**src/rtl/keypad_entry_if.sv**
```systemverilog
// Keypad pins plus calculator-entry outputs, bundled for the keypad_entry block.
// Latency: none (wires only).
// Backpressure: none; every output is a level or a one-cycle pulse.
interface keypad_entry_if;
    logic [3:0]  col;        // keypad columns, active-low, pulled up on the board
    logic [3:0]  row;        // one-cold row drive
    logic [20:0] adata;      // first operand: sign + five BCD digits
    logic [20:0] bdata;      // current entry / second operand
    logic [1:0]  op;         // 0 +, 1 -, 2 *
    logic        calc_go;    // one-cycle compute request
    logic        key_valid;  // one-cycle pulse per debounced press
    logic [3:0]  key_code;   // last accepted key

    // The entry block drives everything except the columns.
    modport master (
        input  col,
        output row, adata, bdata, op, calc_go, key_valid, key_code
    );

    // The keypad / consumer side.
    modport slave (
        output col,
        input  row, adata, bdata, op, calc_go, key_valid, key_code
    );
endinterface

```
**src/rtl/keypad_entry.sv**
```systemverilog
// 4x4 keypad scanner with debounce, feeding a two-operand BCD entry FSM.
// Latency: key_valid DEB_SCANS scan ticks after a stable press; fields update 1 clk later.
// Backpressure: none; keys are dropped while a previous press awaits release.
module keypad_entry #(
    parameter int SCAN_DIV  = 50000,
    parameter int DEB_SCANS = 4
) (
    input  logic          clk,
    input  logic          rst_n,
    keypad_entry_if.master bus
);

    localparam int          DIV_W = (SCAN_DIV > 1) ? $clog2(SCAN_DIV) : 1;
    localparam int          CNT_W = $clog2(DEB_SCANS + 1);
    localparam logic [20:0] EMPTY = 21'h0DDDD0;

    typedef enum logic [1:0] {K_SCAN, K_DEB, K_REL} kstate_t;
    typedef enum logic [1:0] {S_A, S_B, S_DONE}     state_t;

    // ------------------------------------------------------------------
    // Column synchronizer and scan tick
    // ------------------------------------------------------------------
    logic [3:0]       r_col_s1;
    logic [3:0]       r_col_s2;
    logic [DIV_W-1:0] r_div;
    logic             w_tick;

    // Two-flop synchronizer; idle value is all-high (pull-ups).
    always_ff @(posedge clk or negedge rst_n) begin
        if (!rst_n) begin
            r_col_s1 <= 4'hF;
            r_col_s2 <= 4'hF;
        end else begin
            r_col_s1 <= bus.col;
            r_col_s2 <= r_col_s1;
        end
    end

    // Free-running divider; the tick is the cycle the counter wraps.
    always_ff @(posedge clk or negedge rst_n) begin
        if (!rst_n) begin
            r_div <= '0;
        end else if (w_tick) begin
            r_div <= '0;
        end else begin
            r_div <= r_div + DIV_W'(1);
        end
    end

    assign w_tick = (r_div == DIV_W'(SCAN_DIV - 1));

    // ------------------------------------------------------------------
    // Row scan and debounce
    // ------------------------------------------------------------------
    kstate_t          r_kst;
    logic [1:0]       r_idx;
    logic [3:0]       r_row;
    logic [3:0]       r_pat;
    logic [CNT_W-1:0] r_cnt;
    logic             r_key_valid;
    logic [3:0]       r_key_code;

    logic             w_idle;
    logic             w_cnt_done;
    logic [1:0]       w_idx_nx;
    logic [1:0]       w_col_idx;
    logic [3:0]       w_low;

    assign w_idle     = (r_col_s2 == 4'hF);
    assign w_cnt_done = (r_cnt == CNT_W'(DEB_SCANS - 1));
    assign w_idx_nx   = r_idx + 2'd1;
    assign w_low      = ~r_col_s2;

    // With several columns low the lowest-numbered one wins.
    always_comb begin
        w_col_idx = 2'd3;
        if (w_low[2]) w_col_idx = 2'd2;
        if (w_low[1]) w_col_idx = 2'd1;
        if (w_low[0]) w_col_idx = 2'd0;
    end

    // Scanner FSM: walk rows while idle, freeze the row and count stable
    // ticks while a column is low, then demand a stable release.
    always_ff @(posedge clk or negedge rst_n) begin
        if (!rst_n) begin
            r_kst       <= K_SCAN;
            r_idx       <= 2'd0;
            r_row       <= 4'b1110;
            r_pat       <= 4'hF;
            r_cnt       <= '0;
            r_key_valid <= 1'b0;
            r_key_code  <= 4'd0;
        end else begin
            r_key_valid <= 1'b0;
            if (w_tick) begin
                case (r_kst)
                    K_SCAN: begin
                        if (w_idle) begin
                            r_idx <= w_idx_nx;
                            r_row <= ~(4'b0001 << w_idx_nx);
                        end else if (DEB_SCANS <= 1) begin
                            r_key_valid <= 1'b1;
                            r_key_code  <= {r_idx, w_col_idx};
                            r_cnt       <= '0;
                            r_kst       <= K_REL;
                        end else begin
                            r_pat <= r_col_s2;
                            r_cnt <= CNT_W'(1);
                            r_kst <= K_DEB;
                        end
                    end
                    K_DEB: begin
                        if (w_idle) begin
                            // Glitch ended before debounce: drop it and keep scanning.
                            r_cnt <= '0;
                            r_kst <= K_SCAN;
                            r_idx <= w_idx_nx;
                            r_row <= ~(4'b0001 << w_idx_nx);
                        end else if (r_col_s2 != r_pat) begin
                            r_pat <= r_col_s2;
                            r_cnt <= CNT_W'(1);
                        end else if (w_cnt_done) begin
                            r_key_valid <= 1'b1;
                            r_key_code  <= {r_idx, w_col_idx};
                            r_cnt       <= '0;
                            r_kst       <= K_REL;
                        end else begin
                            r_cnt <= r_cnt + CNT_W'(1);
                        end
                    end
                    K_REL: begin
                        if (!w_idle) begin
                            r_cnt <= '0;
                        end else if (w_cnt_done) begin
                            r_cnt <= '0;
                            r_kst <= K_SCAN;
                        end else begin
                            r_cnt <= r_cnt + CNT_W'(1);
                        end
                    end
                    default: begin
                        r_cnt <= '0;
                        r_kst <= K_SCAN;
                    end
                endcase
            end
        end
    end

    // ------------------------------------------------------------------
    // Operand entry FSM
    // ------------------------------------------------------------------
    state_t      r_st;
    logic [20:0] r_adata;
    logic [20:0] r_bdata;
    logic [1:0]  r_op;
    logic [2:0]  r_n;
    logic        r_calc_go;

    logic        w_is_digit;
    logic        w_is_oper;
    logic        w_is_eq;
    logic        w_is_sign;
    logic        w_is_clr;
    logic        w_digit_zero;
    logic [1:0]  w_op_code;
    logic [20:0] w_b_digit;

    assign w_is_digit   = (r_key_code <= 4'd9);
    assign w_is_oper    = (r_key_code >= 4'd10) && (r_key_code <= 4'd12);
    assign w_is_eq      = (r_key_code == 4'd13);
    assign w_is_sign    = (r_key_code == 4'd14);
    assign w_is_clr     = (r_key_code == 4'd15);
    assign w_digit_zero = (r_key_code == 4'd0);
    // Codes 10/11/12 have low bits 10/11/00; subtracting 2 mod 4 yields 0/1/2.
    assign w_op_code    = r_key_code[1:0] - 2'd2;
    // First digit replaces the empty-field LS zero; later digits shift left.
    assign w_b_digit    = (r_n == 3'd0) ? {r_bdata[20], 16'hDDDD, r_key_code}
                                        : {r_bdata[20], r_bdata[15:0], r_key_code};

    // Entry FSM acts on the key the cycle after key_valid.
    always_ff @(posedge clk or negedge rst_n) begin
        if (!rst_n) begin
            r_st      <= S_A;
            r_adata   <= EMPTY;
            r_bdata   <= EMPTY;
            r_op      <= 2'd0;
            r_n       <= 3'd0;
            r_calc_go <= 1'b0;
        end else begin
            r_calc_go <= 1'b0;
            if (r_key_valid) begin
                if (w_is_clr) begin
                    r_adata <= EMPTY;
                    r_bdata <= EMPTY;
                    r_op    <= 2'd0;
                    r_n     <= 3'd0;
                    r_st    <= S_A;
                end else begin
                    case (r_st)
                        S_A, S_B: begin
                            if (w_is_digit) begin
                                // Leading zeros are absorbed; a sixth digit is dropped.
                                if (!(r_n == 3'd0 && w_digit_zero) && r_n < 3'd5) begin
                                    r_bdata <= w_b_digit;
                                    r_n     <= r_n + 3'd1;
                                end
                            end else if (w_is_sign) begin
                                if (r_n != 3'd0) begin
                                    r_bdata[20] <= ~r_bdata[20];
                                end
                            end else if (w_is_oper) begin
                                r_op <= w_op_code;
                                if (r_st == S_A) begin
                                    r_adata <= r_bdata;
                                    r_bdata <= EMPTY;
                                    r_n     <= 3'd0;
                                    r_st    <= S_B;
                                end
                            end else if (w_is_eq && r_st == S_B) begin
                                r_calc_go <= 1'b1;
                                r_st      <= S_DONE;
                            end
                        end
                        S_DONE: begin
                            // A digit starts a fresh calculation.
                            if (w_is_digit) begin
                                r_adata <= EMPTY;
                                r_op    <= 2'd0;
                                r_st    <= S_A;
                                if (w_digit_zero) begin
                                    r_bdata <= EMPTY;
                                    r_n     <= 3'd0;
                                end else begin
                                    r_bdata <= {1'b0, 16'hDDDD, r_key_code};
                                    r_n     <= 3'd1;
                                end
                            end
                        end
                        default: r_st <= S_A;
                    endcase
                end
            end
        end
    end

    assign bus.row       = r_row;
    assign bus.adata     = r_adata;
    assign bus.bdata     = r_bdata;
    assign bus.op        = r_op;
    assign bus.calc_go   = r_calc_go;
    assign bus.key_valid = r_key_valid;
    assign bus.key_code  = r_key_code;

endmodule

```
**src/flat_wrapper.sv**
```systemverilog
// flat-port wrapper written by rule: the top's interface ports become plain ports
module keypad_entry_flat 
#(
    parameter int SCAN_DIV  = 50000,
    parameter int DEB_SCANS = 4
)
  (clk, rst_n, bus_col, bus_row, bus_adata, bus_bdata, bus_op, bus_calc_go, bus_key_valid, bus_key_code);
  keypad_entry_if bus_i ();
  input  logic clk;
  input  logic rst_n;
  input wire logic [$bits(bus_i.col)-1:0] bus_col;
  output wire logic [$bits(bus_i.row)-1:0] bus_row;
  output wire logic [$bits(bus_i.adata)-1:0] bus_adata;
  output wire logic [$bits(bus_i.bdata)-1:0] bus_bdata;
  output wire logic [$bits(bus_i.op)-1:0] bus_op;
  output wire logic [$bits(bus_i.calc_go)-1:0] bus_calc_go;
  output wire logic [$bits(bus_i.key_valid)-1:0] bus_key_valid;
  output wire logic [$bits(bus_i.key_code)-1:0] bus_key_code;
  assign bus_i.col = bus_col;
  assign bus_row = bus_i.row;
  assign bus_adata = bus_i.adata;
  assign bus_bdata = bus_i.bdata;
  assign bus_op = bus_i.op;
  assign bus_calc_go = bus_i.calc_go;
  assign bus_key_valid = bus_i.key_valid;
  assign bus_key_code = bus_i.key_code;
  keypad_entry #(.SCAN_DIV(SCAN_DIV), .DEB_SCANS(DEB_SCANS)) u_core (.clk(clk), .rst_n(rst_n), .bus(bus_i));
endmodule
```
**config.mk**
```make
export PLATFORM = sky130hd
export DESIGN_NAME = keypad_entry_flat
export DESIGN_NICKNAME = d
export VERILOG_FILES = /design/src/rtl/keypad_entry_if.sv /design/src/rtl/keypad_entry.sv /design/src/flat_wrapper.sv
export SDC_FILE = /design/constraint.sdc
export NUM_CORES = 1
export LEC_CHECK = 0
export CAP_MARGIN = 10
export CORE_UTILIZATION = 45
export CTS_CLUSTER_SIZE = 8
export DETAILED_ROUTE_END_ITERATION = 7
export PLACE_DENSITY = 0.76
export REMOVE_ABC_BUFFERS = 1
export SLEW_MARGIN = 20
export SYNTH_ARGS = -nofsm -noshare
export SYNTH_HDL_FRONTEND = slang
export SYNTH_SLANG_ARGS = --single-unit
```
**constraint.sdc**
```tcl
create_clock -name clk -period 2.85 [get_ports clk]
set_input_delay 0.57 -clock clk [delete_from_list [all_inputs] [get_ports clk]]
set_output_delay 0.57 -clock clk [all_outputs]
set_load 0.1 [all_outputs]
```
==> out/summary.md <==
• static leakage power: 2.464 nW
• Worst Path Buf+Inv: 1
• Max-cap violations: 0
• Post-CTS Resized: 0
• largest stage delay on the critical path: 690 ps
• H-tree depth reported by CTS: 3
• post-synthesis share of cell area spent on and, or, nand and nor gates: 16.29%
• via count normalized by instance count: 5.221
• Die Y-Extent: 101.8 um
• hold buffer count at CTS: 0
• layout net count: 492
• share of synthesized flip-flops with an asynchronous set or reset: 100.0%
• critical path startpoint category: flip-flop
• area post-placement: 5051 um2
• P&R area growth vs syn: 16.49%
• Min Hold Slack: 342.0 ps
• post-detailed-route wirelength per cell: 13.66 um
• clock tree from TritonCTS: yes
• count of synthesis-stage warnings from yosys: 0
• maximum number of buffers from clock root to sink: 2
• minimum setup slack after placement: 647.0 ps
• master cell of the clock root buffer: sky130_fd_sc_hd__clkbuf_8
• Design Area, Final: 5224 um2
• core utilization of the finished layout: 53.69%
• Seq/Total Area, Yosys: 53.54%
• top cells by area, synth: sky130_fd_sc_hd__dfrtp_1, sky130_fd_sc_hd__dfstp_2, sky130_fd_sc_hd__mux2_1
• synthesized instance count: 423
• kind of cell adding the most delay to the critical path: compound AO/OA/AOI/OAI gates
• area fraction in compound gates after synthesis: 11.08%
• number of vias in the routed layout: 3216
• portion of netlist area occupied by mux cells: 7.952%
• number of DRC violations after detailed routing: 0
• top post-synthesis cells by count: sky130_fd_sc_hd__dfrtp_1, sky130_fd_sc_hd__dfstp_2, sky130_fd_sc_hd__nor2_1
• XOR/XNOR share of the synthesized area: 3.711%
• number of flops mapped to enable cells by yosys: 0
• Rel. slew slack: 39.43%
• setup slack of the critical path after layout: 589.6 ps
• critical path data required time: 3130 ps
• RSZ-0062 raised after global routing: false
• Peak supply drop: 0.0002177 V
• shortest clock period the worst path allows after layout: 2260 ps
• skew final: 13.16 ps
• post-synthesis adder-cell area fraction: 2.232%
• area fraction of the dominant cell type after synthesis: 30.69%
• total CTS buffers: 9
• GRT Overall Usage: 17.17%
• half-perimeter wire length after placement: 6.054 mm
• most used flip-flop cell after synthesis: sky130_fd_sc_hd__dfrtp_1
• number of standard-cell rows in the floorplan: 36
• largest net degree at the start of global routing: 77
• power consumption: 2.178 mW
• number of antenna violations at the first check in global routing: 0
• post-route insts no fill: 616
• maximum fanout along the worst path: 34
• final clock period utilization by the worst path: 79.31%
• f_max: 0.4424 GHz
• clock-pin slew reported for the worst setup and hold paths after clock tree synthesis: 90 ps
• starting density of the core: 46.09%
• number of I/O pins: 60
• worst min path class: primary input to async pin
• Post-CTS Repair Setup Buffers: 0
• Post-Syn Area per Cell: 10.60 um2
• dominant cell by count in the synthesized netlist: sky130_fd_sc_hd__dfrtp_1
• global-route wire length before repair: 13.88 mm
• clock latency of the later-clocked register in the worst-skew pair: 360 ps
• total congestion overflow: 0
• number of failing hold endpoints at the final stage: 0
• TritonRoute pass-1 iters: 4
• final setup vio count: 0
• final antenna-violating net count: 0
• ordered cell list for the critical path: and3_1, a221oi_1, a211oi_4, buf_12, o2111ai_1, o21ai_1
• placeable core region: 9729 um2
• floorplan die width: 101.8 um
• proportion of layout cells with a drive suffix above 1: 26.50%
• Tightest Pin Transition: 908.6 ps
• dominant combinational cell family by area after synthesis: simple AND/OR/NAND/NOR gates
• cell count after placement: 600
• Setup CP Type: flip-flop to flip-flop
• input/output buffers: 59
• Final Slew Violations: 0
• unique cell type count in the Yosys netlist: 51
• DR iter-0 viols: 174
• worst path arrival time: 2540 ps
• vias in the first global route: 2910
• power density over the cells: 417.0 nW/um2
• Total Wirelength: 8.415 mm
• cell type of the slowest stage on the worst timing path: sky130_fd_sc_hd__dfrtp_1
• Setup TNS Final: 0 ps
• synthesized cell area: 4484 um2
• clk sinks: 94
• cell type with the highest aggregate area in the netlist: sky130_fd_sc_hd__dfrtp_1
• Worst setup EP type: flip-flop
• run status: finished clean
• synthesis-stage register bit count: 94
• Ant. Diodes: 0
• placer's final routability congestion estimate: 0.8681
• Total Die Area: 10370 um2
==> cells by family after synthesis <==
family,count (synthesis)
adders and majority gates,8
xor gates and xnor gates,19
DFF,94
muxes,33
and+or+nand+nor,142
buffers and inverters,50
AOI/OAI and AO/OA,77
==> layer usage <==
metal	vias to the layer above	wire length (um)	GRT usage (%)
met4	0	108	6.264
li1	1563	-	-
met1	1549	3833	22.94
met5	-	0	0
met3	13	332	3.283
met2	91	4141	28.01
==> placed cells by master, fill, tap and decap left out, types with 13 or more instances in the layout <==
| master | n |
|---|---|
| sky130_fd_sc_hd__mux2_1 | 17 |
| sky130_fd_sc_hd__nand3_1 | 14 |
| sky130_fd_sc_hd__inv_1 | 27 |
| sky130_fd_sc_hd__nand2b_1 | 15 |
| sky130_fd_sc_hd__a21oi_1 | 17 |
| sky130_fd_sc_hd__o21ai_1 | 13 |
| sky130_fd_sc_hd__buf_4 | 61 |
| sky130_fd_sc_hd__nand2_1 | 34 |
| sky130_fd_sc_hd__dfstp_2 | 39 |
| sky130_fd_sc_hd__dfrtp_1 | 55 |
| sky130_fd_sc_hd__nor2_1 | 37 |
==> power breakdown <==
part | switching, mW | total (mW) | internal (mW)
clock | 0.467 | 0.789 | 0.323
sequential | 0.00414 | 1.35 | 1.35
combinational | 0.0290 | 0.0395 | 0.0105
total | 0.500 | 2.18 | 1.68
==> cell type report <==
class,instances,area (um2)
clock inverters,6,45.04
inverters,28,105.1
multi-input cells,279,1861
clock buffers,10,127.6
repair buffers,66,518.0
flip-flops and latches,94,2401
fillers,872,4506
well taps,133,166.4
==> final timing paths <==
kind / from / slack (ps) / depth (start not counted) / to
worst min register to register: u_core.r_col_s1[2] / 360 / 0 / u_core.r_col_s2[2]
min in group clk: u_core.r_col_s1[2] / 360 / 0 / u_core.r_col_s2[2]
max in group asynchronous: rst_n / 1730 / 2 / u_core.bus.adata[7]
worst max-delay path: u_core.bus.key_code[1] / 590 / 6 / u_core.bus.bdata[0]
worst max register to register: u_core.bus.key_code[1] / 590 / 6 / u_core.bus.bdata[0]
worst min-delay path: rst_n / 340 / 1 / u_core.bus.adata[1]
==> registers in the layout, summed over array words and instances, names as in the netlist <==
signal,count
u_core.bus.op,2
u_core.bus.bdata,21
u_core.bus.row,4
u_core.r_div,16
u_core.r_n,3
u_core.r_st,2
u_core.r_cnt,3
u_core.r_kst,2
u_core.r_idx,2
u_core.bus.calc_go,1
u_core.bus.adata,21
u_core.r_pat,4
u_core.bus.key_code,4
u_core.r_col_s2,4
u_core.r_col_s1,4
u_core.bus.key_valid,1
Power figures use the tool's default switching activity.
